## src/rtl/edib_clkgen_pkg.sv

```systemverilog
// Shared definitions for the EDIB receive clock generator.
// Holds the mode encodings, the controller state enum and the
// default half-period constants (in clk_12m cycles).
package edib_clkgen_pkg;

  // Telemetry mode encodings as seen on mode_sel / cur_mode
  localparam logic [1:0] MODE_M2     = 2'd0;
  localparam logic [1:0] MODE_M5     = 2'd1;
  localparam logic [1:0] MODE_M7     = 2'd2;
  localparam logic [1:0] MODE_CUSTOM = 2'd3;

  // Default half-periods: 12 MHz / (2*half)
  localparam int unsigned DEF_HALF_M2 = 6;   // 1 MHz
  localparam int unsigned DEF_HALF_M5 = 12;  // 500 kHz
  localparam int unsigned DEF_HALF_M7 = 3;   // 2 MHz
  localparam int unsigned DEF_CNT_W   = 8;

  typedef enum logic [1:0] {
    STOP  = 2'd0,
    RUN   = 2'd1,
    DRAIN = 2'd2
  } state_t;

endpackage : edib_clkgen_pkg

```

## src/rtl/edib_clk_div_core.sv

```systemverilog
// Half-period counter and toggle flop producing the divided clock.
// Ports:
//   clk, reset        : clock, synchronous active-high reset
//   i_en              : 1 = divider running, 0 = clock held low, counter 0
//   i_load            : load i_load_half as the active half-period
//   i_load_half       : new half-period (must be >= 1)
//   o_clk             : divided clock (registered)
//   o_rise / o_fall   : 1-cycle strobes registered with o_clk
//   o_fall_next_c     : combinational, o_clk falls at the next edge
module edib_clk_div_core
  import edib_clkgen_pkg::*;
#(
  parameter int unsigned CNT_W    = DEF_CNT_W,
  parameter int unsigned RST_HALF = DEF_HALF_M2
) (
  input  logic             clk,
  input  logic             reset,
  input  logic             i_en,
  input  logic             i_load,
  input  logic [CNT_W-1:0] i_load_half,
  output logic             o_clk,
  output logic             o_rise,
  output logic             o_fall,
  output logic             o_fall_next_c
);

  logic [CNT_W-1:0] r_half;
  logic [CNT_W-1:0] r_cnt;
  logic             r_clk;
  logic             r_rise;
  logic             r_fall;
  logic             w_wrap;

  // Last count of the current phase
  assign w_wrap        = (r_cnt == CNT_W'(r_half - CNT_W'(1)));
  assign o_fall_next_c = i_en && r_clk && w_wrap;

  // Counter, toggle and strobes; a load always restarts the phase count
  always_ff @(posedge clk) begin
    if (reset) begin
      r_half <= CNT_W'(RST_HALF);
      r_cnt  <= '0;
      r_clk  <= 1'b0;
      r_rise <= 1'b0;
      r_fall <= 1'b0;
    end else begin
      r_rise <= 1'b0;
      r_fall <= 1'b0;
      if (!i_en) begin
        r_cnt <= '0;
        r_clk <= 1'b0;
      end else if (w_wrap) begin
        r_cnt  <= '0;
        r_clk  <= ~r_clk;
        r_rise <= ~r_clk;
        r_fall <= r_clk;
      end else begin
        r_cnt <= r_cnt + CNT_W'(1);
      end
      if (i_load) begin
        r_half <= i_load_half;
        r_cnt  <= '0;
      end
    end
  end

  assign o_clk  = r_clk;
  assign o_rise = r_rise;
  assign o_fall = r_fall;

endmodule : edib_clk_div_core

```

## src/rtl/edib_rcv_clk_ctrl.sv

```systemverilog
// EDIB receive bit-clock controller: selects the half-period for the
// requested telemetry mode and sequences start/stop/mode changes so
// that every switch lands on a clk_rcv falling edge (no runt pulses).
// Ports:
//   clk_12m, reset            : 12 MHz clock, synchronous active-high reset
//   run_en                    : level, 1 = clk_rcv running
//   mode_req_valid/ready      : mode change handshake
//   mode_sel, custom_half     : requested mode and custom half-period
//   clk_rcv, rcv_rise/fall    : divided clock and its edge strobes
//   cur_mode                  : mode currently applied
//   busy                      : 1 while draining to a falling edge
// Optional (macro EDIB_RCV_CLK_CNT_EN):
//   rcv_edge_cnt              : count of rcv_rise strobes, cleared on mode load
module edib_rcv_clk_ctrl
  import edib_clkgen_pkg::*;
#(
  parameter int unsigned HALF_M2 = DEF_HALF_M2,
  parameter int unsigned HALF_M5 = DEF_HALF_M5,
  parameter int unsigned HALF_M7 = DEF_HALF_M7,
  parameter int unsigned CNT_W   = DEF_CNT_W
) (
  input  logic             clk_12m,
  input  logic             reset,
  input  logic             run_en,
  input  logic             mode_req_valid,
  output logic             mode_req_ready,
  input  logic [1:0]       mode_sel,
  input  logic [CNT_W-1:0] custom_half,
  output logic             clk_rcv,
  output logic             rcv_rise,
  output logic             rcv_fall,
  output logic [1:0]       cur_mode,
  output logic             busy
`ifdef EDIB_RCV_CLK_CNT_EN
  ,
  output logic [15:0]      rcv_edge_cnt
`endif
);

  state_t           r_state;
  state_t           w_state_nxt;
  logic             r_ready;
  logic             r_busy;
  logic [1:0]       r_cur_mode;
  logic             r_pend_valid;
  logic [1:0]       r_pend_mode;
  logic [CNT_W-1:0] r_pend_half;

  logic [CNT_W-1:0] w_req_half;
  logic             w_accept;
  logic             w_load;
  logic [CNT_W-1:0] w_load_half;
  logic [1:0]       w_load_mode;
  logic             w_pend_set;
  logic             w_pend_clr;
  logic             w_div_en;
  logic             w_fall_next;
  logic             w_rise;

  assign w_accept = mode_req_valid && r_ready;
  assign w_div_en = (r_state != STOP);

  // Half-period for the requested mode; custom 0 is clamped to 1
  always_comb begin
    w_req_half = CNT_W'(HALF_M2);
    case (mode_sel)
      MODE_M5:     w_req_half = CNT_W'(HALF_M5);
      MODE_M7:     w_req_half = CNT_W'(HALF_M7);
      MODE_CUSTOM: w_req_half = (custom_half == '0) ? CNT_W'(1) : custom_half;
      default:     w_req_half = CNT_W'(HALF_M2);
    endcase
  end

  // Next state and load/pending control
  always_comb begin
    w_state_nxt = r_state;
    w_load      = 1'b0;
    w_load_half = r_pend_half;
    w_load_mode = r_pend_mode;
    w_pend_set  = 1'b0;
    w_pend_clr  = 1'b0;
    case (r_state)
      STOP: begin
        // clock is idle, so a new mode can be applied immediately
        if (w_accept) begin
          w_load      = 1'b1;
          w_load_half = w_req_half;
          w_load_mode = mode_sel;
        end
        if (run_en) w_state_nxt = RUN;
      end
      RUN: begin
        if (w_accept) w_pend_set = 1'b1;
        if (w_accept || !run_en) w_state_nxt = DRAIN;
      end
      DRAIN: begin
        // switch only on the falling edge; run_en decides stop vs continue
        if (w_fall_next) begin
          w_load      = r_pend_valid;
          w_pend_clr  = 1'b1;
          w_state_nxt = run_en ? RUN : STOP;
        end
      end
      default: w_state_nxt = STOP;
    endcase
  end

  // State, handshake flags, pending request and applied mode
  always_ff @(posedge clk_12m) begin
    if (reset) begin
      r_state      <= STOP;
      r_ready      <= 1'b1;
      r_busy       <= 1'b0;
      r_cur_mode   <= MODE_M2;
      r_pend_valid <= 1'b0;
      r_pend_mode  <= MODE_M2;
      r_pend_half  <= CNT_W'(HALF_M2);
    end else begin
      r_state <= w_state_nxt;
      r_ready <= (w_state_nxt != DRAIN);
      r_busy  <= (w_state_nxt == DRAIN);
      if (w_load) r_cur_mode <= w_load_mode;
      if (w_pend_set) begin
        r_pend_valid <= 1'b1;
        r_pend_mode  <= mode_sel;
        r_pend_half  <= w_req_half;
      end else if (w_pend_clr) begin
        r_pend_valid <= 1'b0;
      end
    end
  end

  edib_clk_div_core #(
    .CNT_W    (CNT_W),
    .RST_HALF (HALF_M2)
  ) u_div (
    .clk           (clk_12m),
    .reset         (reset),
    .i_en          (w_div_en),
    .i_load        (w_load),
    .i_load_half   (w_load_half),
    .o_clk         (clk_rcv),
    .o_rise        (w_rise),
    .o_fall        (rcv_fall),
    .o_fall_next_c (w_fall_next)
  );

  assign rcv_rise       = w_rise;
  assign mode_req_ready = r_ready;
  assign busy           = r_busy;
  assign cur_mode       = r_cur_mode;

`ifdef EDIB_RCV_CLK_CNT_EN
  logic [15:0] r_edge_cnt;

  // Rising-edge counter; restarts whenever a new mode is applied
  always_ff @(posedge clk_12m) begin
    if (reset) begin
      r_edge_cnt <= '0;
    end else if (w_load) begin
      r_edge_cnt <= '0;
    end else if (w_rise) begin
      r_edge_cnt <= r_edge_cnt + 16'd1;
    end
  end

  assign rcv_edge_cnt = r_edge_cnt;
`endif

endmodule : edib_rcv_clk_ctrl

```

## config.mk

```make
export PLATFORM = sky130hd
export DESIGN_NAME = edib_rcv_clk_ctrl
export DESIGN_NICKNAME = d
export VERILOG_FILES = /design/src/rtl/edib_clkgen_pkg.sv /design/src/rtl/edib_clk_div_core.sv /design/src/rtl/edib_rcv_clk_ctrl.sv
export SDC_FILE = /design/constraint.sdc
export NUM_CORES = 1
export LEC_CHECK = 0
export ABC_AREA = 0
export ABC_CLOCK_PERIOD_IN_PS = 2200
export CAP_MARGIN = 5
export CORE_UTILIZATION = 56
export DETAILED_ROUTE_END_ITERATION = 7
export DONT_BUFFER_PORTS = 1
export GPL_ROUTABILITY_DRIVEN = 0
export MAX_ROUTING_LAYER = met4
export PLACE_DENSITY_LB_ADDON = 0.05
export REMOVE_ABC_BUFFERS = 1
export SYNTH_ARGS = -nofsm -noshare
export SYNTH_HDL_FRONTEND = slang
export SYNTH_SLANG_ARGS = --single-unit
```

## constraint.sdc

```tcl
create_clock -name clk_12m -period 2.2 [get_ports clk_12m]
set_input_delay 0.44 -clock clk_12m [delete_from_list [all_inputs] [get_ports clk_12m]]
set_output_delay 0.44 -clock clk_12m [all_outputs]
set_load 0.01 [all_outputs]
```

# --- Word-level counts from Yosys, hierarchy flattened ---
# Cells that the tools add are included.
totals:
  ff_bits: 36
  input_bits: 14
  out_inout_bits: 7
  wordCells: 56
classes:
  add_sub_neg: 2
  n_eq_ne: 8
  mux: 19
  bitwise_logic: 3
  n_reduce_logical: 12
ops:
  columns: ["op", "n"]
  rows:
  - ["$mux W8", 3]
  - ["$pmux W8 S3", 1]
  - ["$mux W2", 5]
  - ["$add A8 B1 Y8 const B", 1]
  - ["$eq A2 B2 Y1 const B", 4]
  - ["$eq A8 B8 Y1", 1]
  - ["$logic_not A8 Y1", 1]
  - ["$mux W1", 8]
  - ["$sub A8 B1 Y8 const B", 1]
  - ["$pmux W2 S3", 1]
  - ["$eq A2 B1 Y1 const B", 2]
  - ["$reduce_bool A2 Y1", 2]
  - ["$reduce_or A4 Y1", 1]
  - ["$logic_and A1 B1 Y1", 3]
  - ["$not A1 Y1", 3]
  - ["$reduce_or A3 Y1", 1]
  - ["$logic_not A2 Y1", 1]
  - ["$ne A2 B2 Y1 const B", 1]
  - ["$pmux W1 S2", 1]
  - ["$reduce_or A2 Y1", 1]
  - ["$logic_not A1 Y1", 1]
  - ["$logic_or A1 B1 Y1", 1]

# --- Depth between registers and ports, before layout ---
# Gate-level depths: netlist of the first run.
logic_depth:
  ltp_word: 7
  ltp_mapped: 9
  ltp_nobuf: 8

# --- Modules after synthesis ---
# Synthesis of the first run repeated with hierarchy kept, for this count alone.
hier_totals:
  hier_cells: 213
  area_unflattened_um2: 1871.8
modules_own_cells:
  columns: ["mod", "n_inst", "cells_per_inst", "area_each_um2", "seq_area_each_um2"]
  rows:
  - ["edib_clk_div_core", 1, 108, 1034.7, 380.4]
  - ["edib_rcv_clk_ctrl", 1, 105, 837.1, 340.3]

# --- Least setup slack after synthesis of the first run ---
# Ideal clock, no wire load.
synth_path:
  path_type: "reg2reg"
  startpoint: "register u_div.r_half[0]"
  endpoint: "register r_pend_valid"
  setup_time_ns: 0.120
  t_arrival_ns: 2.136
  required_time_ns: 2.080
  setup_slack_ns: -0.056
  stages_incl_launch_ff: 7
  path_buffers: 0
  synth_period_minus_slack_ns: 2.256
  path_cell_list: "dfxtp_1 -> or4_4 -> or4b_4 -> a22oi_4 -> and3_4 -> nand2_4 -> o31a_1"
synth_between:
  elab_chain_len: 6
synth_rtl:
  columns: ["element", "line", "source"]
  rows:
  - ["start, declared", "edib_clk_div_core.sv:27", "logic [CNT_W-1:0] r_half;"]
  - ["start signal, assigned", "edib_clk_div_core.sv:41", "r_half <= CNT_W'(RST_HALF);"]
  - ["start signal, assigned", "edib_clk_div_core.sv:61", "r_half <= i_load_half;"]
  - ["$sub A8 B1 Y8", "edib_clk_div_core.sv:35", "assign w_wrap = (r_cnt == CNT_W'(r_half - CNT_W'(1)));"]
  - ["$eq A8 B8 Y1", "edib_clk_div_core.sv:35", null]
  - ["$logic_and A1 B1 Y1", "edib_clk_div_core.sv:36", "assign o_fall_next_c = i_en && r_clk && w_wrap;"]
  - ["$mux W1", "edib_rcv_clk_ctrl.sv:98", "if (w_fall_next) begin"]
  - ["$mux W1", "edib_rcv_clk_ctrl.sv:82", "case (r_state)"]
  - ["$reduce_bool A2 Y1 (no line)", null, null]
  - ["end signal, assigned", "edib_rcv_clk_ctrl.sv:115", "r_pend_valid <= 1'b0;"]
  - ["end signal, assigned", "edib_rcv_clk_ctrl.sv:124", "r_pend_valid <= 1'b1;"]
  - ["end signal, assigned", "edib_rcv_clk_ctrl.sv:128", "r_pend_valid <= 1'b0;"]
  - ["end, declared", "edib_rcv_clk_ctrl.sv:45", "logic r_pend_valid;"]
# Every way passes these cells.
# A chain may end at the register's enable or synchronous reset.

# --- Worst setup path in the final report of the first run ---
layout_path:
  startpoint: "register u_div.r_half[0]"
  endpoint: "register r_cur_mode[0], in the netlist cur_mode[0]"
layout_between:
  elab_chain_len: 5
layout_rtl:
  columns: ["element", "line", "source"]
  rows:
  - ["$sub A8 B1 Y8", "edib_clk_div_core.sv:35", null]
  - ["$eq A8 B8 Y1", "edib_clk_div_core.sv:35", null]
  - ["$logic_and A1 B1 Y1", "edib_clk_div_core.sv:36", null]
  - ["$mux W1", "edib_rcv_clk_ctrl.sv:98", null]
  - ["$pmux W1 S2", "edib_rcv_clk_ctrl.sv:82", null]
  - ["end signal, assigned", "edib_rcv_clk_ctrl.sv:122", "if (w_load) r_cur_mode <= w_load_mode;"]
  - ["end, declared", "edib_rcv_clk_ctrl.sv:44", "logic [1:0] r_cur_mode;"]
# Every way passes these cells.

==> results.yml, run 1 <==
layout:
  nFillCells: 265
  area_delta_synth_final_pct: 13.7
  nets: 221
  fin_area_um2: 2020
  drive_above_1_share_pct: 21.8
  antennaDiodeCount: 0
power:
  power_frac_comb_pct: 14.4
  swShare_pct: 25.2
  peakVddDrop_uv: 435
  intPower_mw: 1.08
  pwr-share-seq_pct: 49.6
  p_clk_share_pct: 36.0
  leakage_nw: 0.762
  switchingPower_mw: 0.365
  powerDensity_nw_per_um2: 717
synthesis:
  seq_area_frac_synth_pct: 40.5
  syn_area_per_cell_um2: 9.16
  synth_top_area_share_pct: 40.5
  synth_edf_count: 0
  yosys.area.top_type: "dfxtp_1"
  ys_seq_elements: 36
  synth_flop_cell: "dfxtp_1"
  async_flop_share_pct: 0
  yosys-top-cells-area: "dfxtp_1 (41%), nor2_1 (5.1%), o221a_1 (5.1%), a21oi_1 (4.8%), xnor2_1 (3.9%)"
  synthTopCellsByCount: "dfxtp_1 (36), nor2_1 (24), a21oi_1 (17)"
  yosysMostFrequentCell: "dfxtp_1"
  syn_area_um2: 1780
  synth_cells: 194
  yosysWarnings: 0
  yosysUniqueCellTypes: 44
global_routing:
  grt_pass1_vias: 1384
  grt_usage_pct: 25.1
  gr-total-overflow: 0
  antenna_found_initial: 0
  grt_pass1_wl_um: 6260
  grt_max_degree: 23
clock_tree:
  cts_made_buffers: 5
  clock_latency_ns: 0.35
  clockRootBuffer: "clkbuf_4"
  h-tree-depth: 2
  cts_max_path_buffers: 2
  clk_pin_slew_ns: 0.10
  cts_sinks: 36
  cts_tree: "built"
route:
  drt_iter0_markers: 54
  vias: 1438
  routed_via_density: 5.75
  drc: 0
  first_pass_iters: 4
  ant_nets: 0
  routedWlPerCell_um: 15.2
  drt_wl_total_um: 3790
sta:
  hold_ws_ns: 0.150
  fin_crit_sh_pct: 105
  finClkSkew_ns: 0.0103
  hold_violations: 0
  slew_viol_final: 0
  worst_slew_pin_slew_ns: 0.650
  relSlewSlack_pct: 56.4
  final-setup-viol-count: 22
  layout_setup_ws_ns: -0.105
  rsz0062_at_grt: "true"
  post-route-min-period_ns: 2.31
  setup-tns-final_ns: -1.43
  max_freq_ghz: 0.434
critical_path:
  critical_path.startpoint_type: "flop"
  critical_path_buf_inv_count: 1
  critPathMaxStageDelay_ns: 0.53
  worstPathRequired_ns: 2.45
  crit_type: "reg -> reg"
  critPathArrivalTime_ns: 2.55
  reg2reg_slack_ns: -0.11
  critical_path.max_fanout: 6
  critPathCaptureType: "flop"
  crit_family: "simple AND/OR/NAND/NOR gates"
  crit_slowest_cell: "or4_4"
  path_cells: "or4_4, or4b_4, a22oi_4, buf_4, nand4_4, o221a_1"
die:
  die_width_um: 58.3
  initial_utilization_pct: 58.7
  dieArea_um2: 3400
  fp-row-count: 20
  core_area_um2: 3030
  io_pins: 21
  die_y_um: 58.3
placement:
  io_buffers: 0
  dp_hpwl_um: 2680
  place_area_um2: 1860
min_path:
  hold_path_class: "in -> reg"
outcome:
  status: "finished with violations"
  violations: "negative setup slack"
run:
  cap_violations: 0
## repair_timing
action,CTS,global route
resized for setup,3,3
pin swaps,5,1
endpoints found under the setup margin,21,25
gates cloned,1,0
setup buffers,2,1
hold buffers,0,0
## path summary, 6_finish.rpt
| kind | start | to | cells past startpoint |
|---|---|---|---|
| max reg2reg | u_div.r_half[0] | cur_mode[0] | 6 |
| min reg2reg | r_pend_mode[1] | r_pend_mode[1] | 2 |
| max | u_div.r_half[0] | cur_mode[0] | 6 |
| min | reset | r_pend_mode[1] | 1 |
## flip-flops by register name, indices dropped and copies added (netlist names), 2 cells and up
register / flops
u_div.r_half: 8
u_div.r_cnt: 8
r_state: 2
r_pend_mode: 2
cur_mode: 2
r_pend_half: 8
## routing by layer
layer / routed length, µm / global-route usage [%]
met1: 1690 / 29.7
met2: 1880 / 41.4
met3: 173 / 6.81
met4: 46 / 8.84
met5: 0 / -
## power by group through the flow
stage / clock, mW / combinational [mW] / sequential, mW
detailed placement: 0 / 0.185 / 0.732
global placement: 0 / 0.179 / 0.732
finish: 0.522 / 0.208 / 0.719
CTS: 0.533 / 0.201 / 0.718
floorplan: 0 / 0.135 / 0.727
global route: 0.557 / 0.227 / 0.723
## layout by cell type, fill, tap and decap left out, drive strengths merged, types with 3 or more instances in the layout
cell	instances
a21o	4
a21oi	17
and3	3
buf	12
clkbuf	7
dfxtp	36
inv	6
nand2	13
nand3	13
nand4	6
nor2	32
nor3	5
o221a	8
xnor2	9
xor2	8
## per-stage QoR
step	util [%]	worst slack (ns)	total power [mW]	cells
finish	66.7	-0.105	1.45	250
global route	66.7	-0.154	1.51	250
CTS	66.0	-0.0806	1.45	249
detailed placement	61.4	-0.119	0.917	238
global placement	61.4	-0.0501	0.911	238
floorplan	-	-0.158	0.863	185
## final cells by class
type / instances / area, µm² / share of cell area [%]
multi-input cells: 144 / 1020 / 50.7
flip-flops and latches: 36 / 721 / 35.7
repair buffers: 12 / 103 / 5.08
clock buffers: 7 / 65.1 / 3.22
well taps: 44 / 55.1 / 2.72
clock inverters: 1 / 30.0 / 1.49
inverters: 6 / 22.5 / 1.11
## cells by family after synthesis
| family | synth area share, % |
|---|---|
| compound gates | 21.5 |
| xor+xnor | 8.80 |
| fa+ha+maj | 1.41 |
| buf+inv | 4.22 |
| flops | 40.5 |
| simple gates | 23.6 |
(Power assumes the default switching activity.)
==> inputs of run 2 (changes only) <==
--- a/config.mk
+++ b/config.mk
@@ -7,7 +7,6 @@
 export LEC_CHECK = 0
 export ABC_AREA = 0
 export ABC_CLOCK_PERIOD_IN_PS = 2200
-export CAP_MARGIN = 5
 export CORE_UTILIZATION = 56
 export DETAILED_ROUTE_END_ITERATION = 7
 export DONT_BUFFER_PORTS = 1
==> results of run 2 <==
No change in the layout: final DEF, timing and power equal those of run 1.
==> inputs of run 3 (changes only) <==
--- a/config.mk
+++ b/config.mk
@@ -7,9 +7,9 @@
 export LEC_CHECK = 0
 export ABC_AREA = 0
 export ABC_CLOCK_PERIOD_IN_PS = 2200
-export CORE_UTILIZATION = 56
+export CORE_MARGIN = 5
+export CORE_UTILIZATION = 49
 export DETAILED_ROUTE_END_ITERATION = 7
-export DONT_BUFFER_PORTS = 1
 export GPL_ROUTABILITY_DRIVEN = 0
 export MAX_ROUTING_LAYER = met4
 export PLACE_DENSITY_LB_ADDON = 0.05
==> results.yml, run 3 (synthesized netlist as in run 1, its figures left out) <==
critical_path:
  critical_path.max_fanout: 4
  critical_path.startpoint_type: "flop"
  worstPathRequired_ns: 2.40
  path_cells: "or4_4, or4b_4, a22oi_4, and3_4, buf_4, xnor2_1, nor2_1"
  crit_family: "simple AND/OR/NAND/NOR gates"
  cp_num_cells: 7
  critPathArrivalTime_ns: 2.47
  critPathMaxStageDelay_ns: 0.53
  crit_type: "reg -> reg"
  critPathCaptureType: "flop"
  crit_slowest_cell: "or4_4"
  r2r_cells: 7
  critical_path_buf_inv_count: 1
power:
  swShare_pct: 27.4
  p_total_mw: 1.34
  p_clk_share_pct: 27.4
  peakVddDrop_uv: 382
  leakage_nw: 0.823
  intPower_mw: 0.972
  pwr-share-seq_pct: 53.3
  power_frac_comb_pct: 19.3
  switchingPower_mw: 0.367
  powerDensity_nw_per_um2: 612
sta:
  slew_viol_final: 0
  finClkSkew_ns: 0.0132
  hold_violations: 0
  final-setup-viol-count: 16
  relSlewSlack_pct: 52.7
  worst_slew_pin_slew_ns: 0.705
  post-route-min-period_ns: 2.27
  layout_setup_ws_ns: -0.0680
  fin_crit_sh_pct: 103
  max_freq_ghz: 0.441
  rsz0062_at_grt: "true"
clock_tree:
  clock_latency_ns: 0.33
  clockRootBuffer: "clkbuf_4"
  cts_sinks: 36
  h-tree-depth: 2
  cts_hold_buf: 0
  cts_max_path_buffers: 2
  clk_pin_slew_ns: 0.10
  cts_made_buffers: 5
  cts_tree: "built"
layout:
  final_cell_mix: "dfxtp_1 (36), nor2_1 (24), clkdlybuf4s50_1 (20)"
  drive_above_1_share_pct: 18.9
  antennaDiodeCount: 0
  reg_top3: "r_pend_half (8), u_div.r_cnt (8), u_div.r_half (8)"
  area_delta_synth_final_pct: 23.1
  final_core_util_pct: 64.1
  layout_commonest_cell: "dfxtp_1"
  nets: 242
run:
  cap_violations: 0
die:
  die_y_um: 70.2
  initial_utilization_pct: 52.1
  io_pins: 21
  fp-row-count: 21
  dieArea_um2: 4930
  die_width_um: 70.2
  core_area_um2: 3420
route:
  drc: 0
  first_pass_iters: 4
  routed_via_density: 5.50
  drt_iter0_markers: 70
  vias: 1502
  routedWlPerCell_um: 14.2
  drt_wl_total_um: 3880
  ant_nets: 0
outcome:
  status: "finished with violations"
  violations: "negative setup slack"
placement:
  dp_hpwl_um: 2910
  io_buffers: 20
global_routing:
  antenna_found_initial: 0
  grt_pass1_wl_um: 6800
  gr-total-overflow: 0
  grt_pass1_vias: 1500
  grt_max_degree: 22
  grt_usage_pct: 17.4
min_path:
  min_path_cells: 2
  hold_path_class: "reg -> reg"
-- run 3: path summary, 6_finish.rpt --
| path | to | slack (ns) | from |
|---|---|---|---|
| min reg2reg | r_pend_mode[0] | 0.49 | r_pend_mode[0] |
| max | u_div.o_clk | -0.07 | u_div.r_half[0] |
| min | r_pend_mode[0] | 0.49 | r_pend_mode[0] |
| max reg2reg | u_div.o_clk | -0.07 | u_div.r_half[0] |
-- run 3: layout make-up --
type	count	area [µm²]
clock buffers	8	58.8
fillers	310	1230
inverters	6	22.5
multi-input cells	144	1020
flip-flops and latches	36	721
well taps	46	57.6
repair buffers	33	310
-- run 3: power by group through the flow --
stage,registers [mW],clock network (mW),logic (mW)
global placement,0.728,0,0.231
global route,0.719,0.406,0.284
detailed placement,0.728,0,0.236
CTS,0.714,0.377,0.253
finish,0.714,0.366,0.258
floorplan,0.727,0,0.135
-- run 3: tightest hold or removal path: cells and delay by family, from the launching register on --
family	cells	cell delay, ns
AOI/OAI and AO/OA	1	0.05
and+or+nand+nor	1	0.06
DFF	1	0.34
-- run 3: stage by stage --
step	setup TNS (ns)	instances	setup WS, ns	hold slack [ns]	instance area, µm²
floorplan	-1.39	185	-0.158	0.431	1730
global placement	-0.724	261	-0.0504	0.464	2070
detailed placement	-1.42	261	-0.0997	0.469	2070
CTS	-0.722	272	-0.0676	0.483	2170
global route	-1.86	273	-0.130	0.512	2190
finish	-0.672	273	-0.0680	0.486	2190
-- run 3: metal layers --
layer | vias to the layer above | part of all wire, % | global-route usage (%)
met3 | 5 | 2.9 | 4.02
li1 | 762 | - | -
met2 | 20 | 52 | 28.9
met4 | 0 | 1.0 | 4.89
met5 | - | 0 | -
met1 | 715 | 45 | 21.0
-- run 3: what timing repair did --
action                     in CTS  in global routing
setup endpoints to repair      21                 24
cloned                          1                  0
setup buffers                   2                  1
resized for setup               3                  2
pin swaps                       3                  1
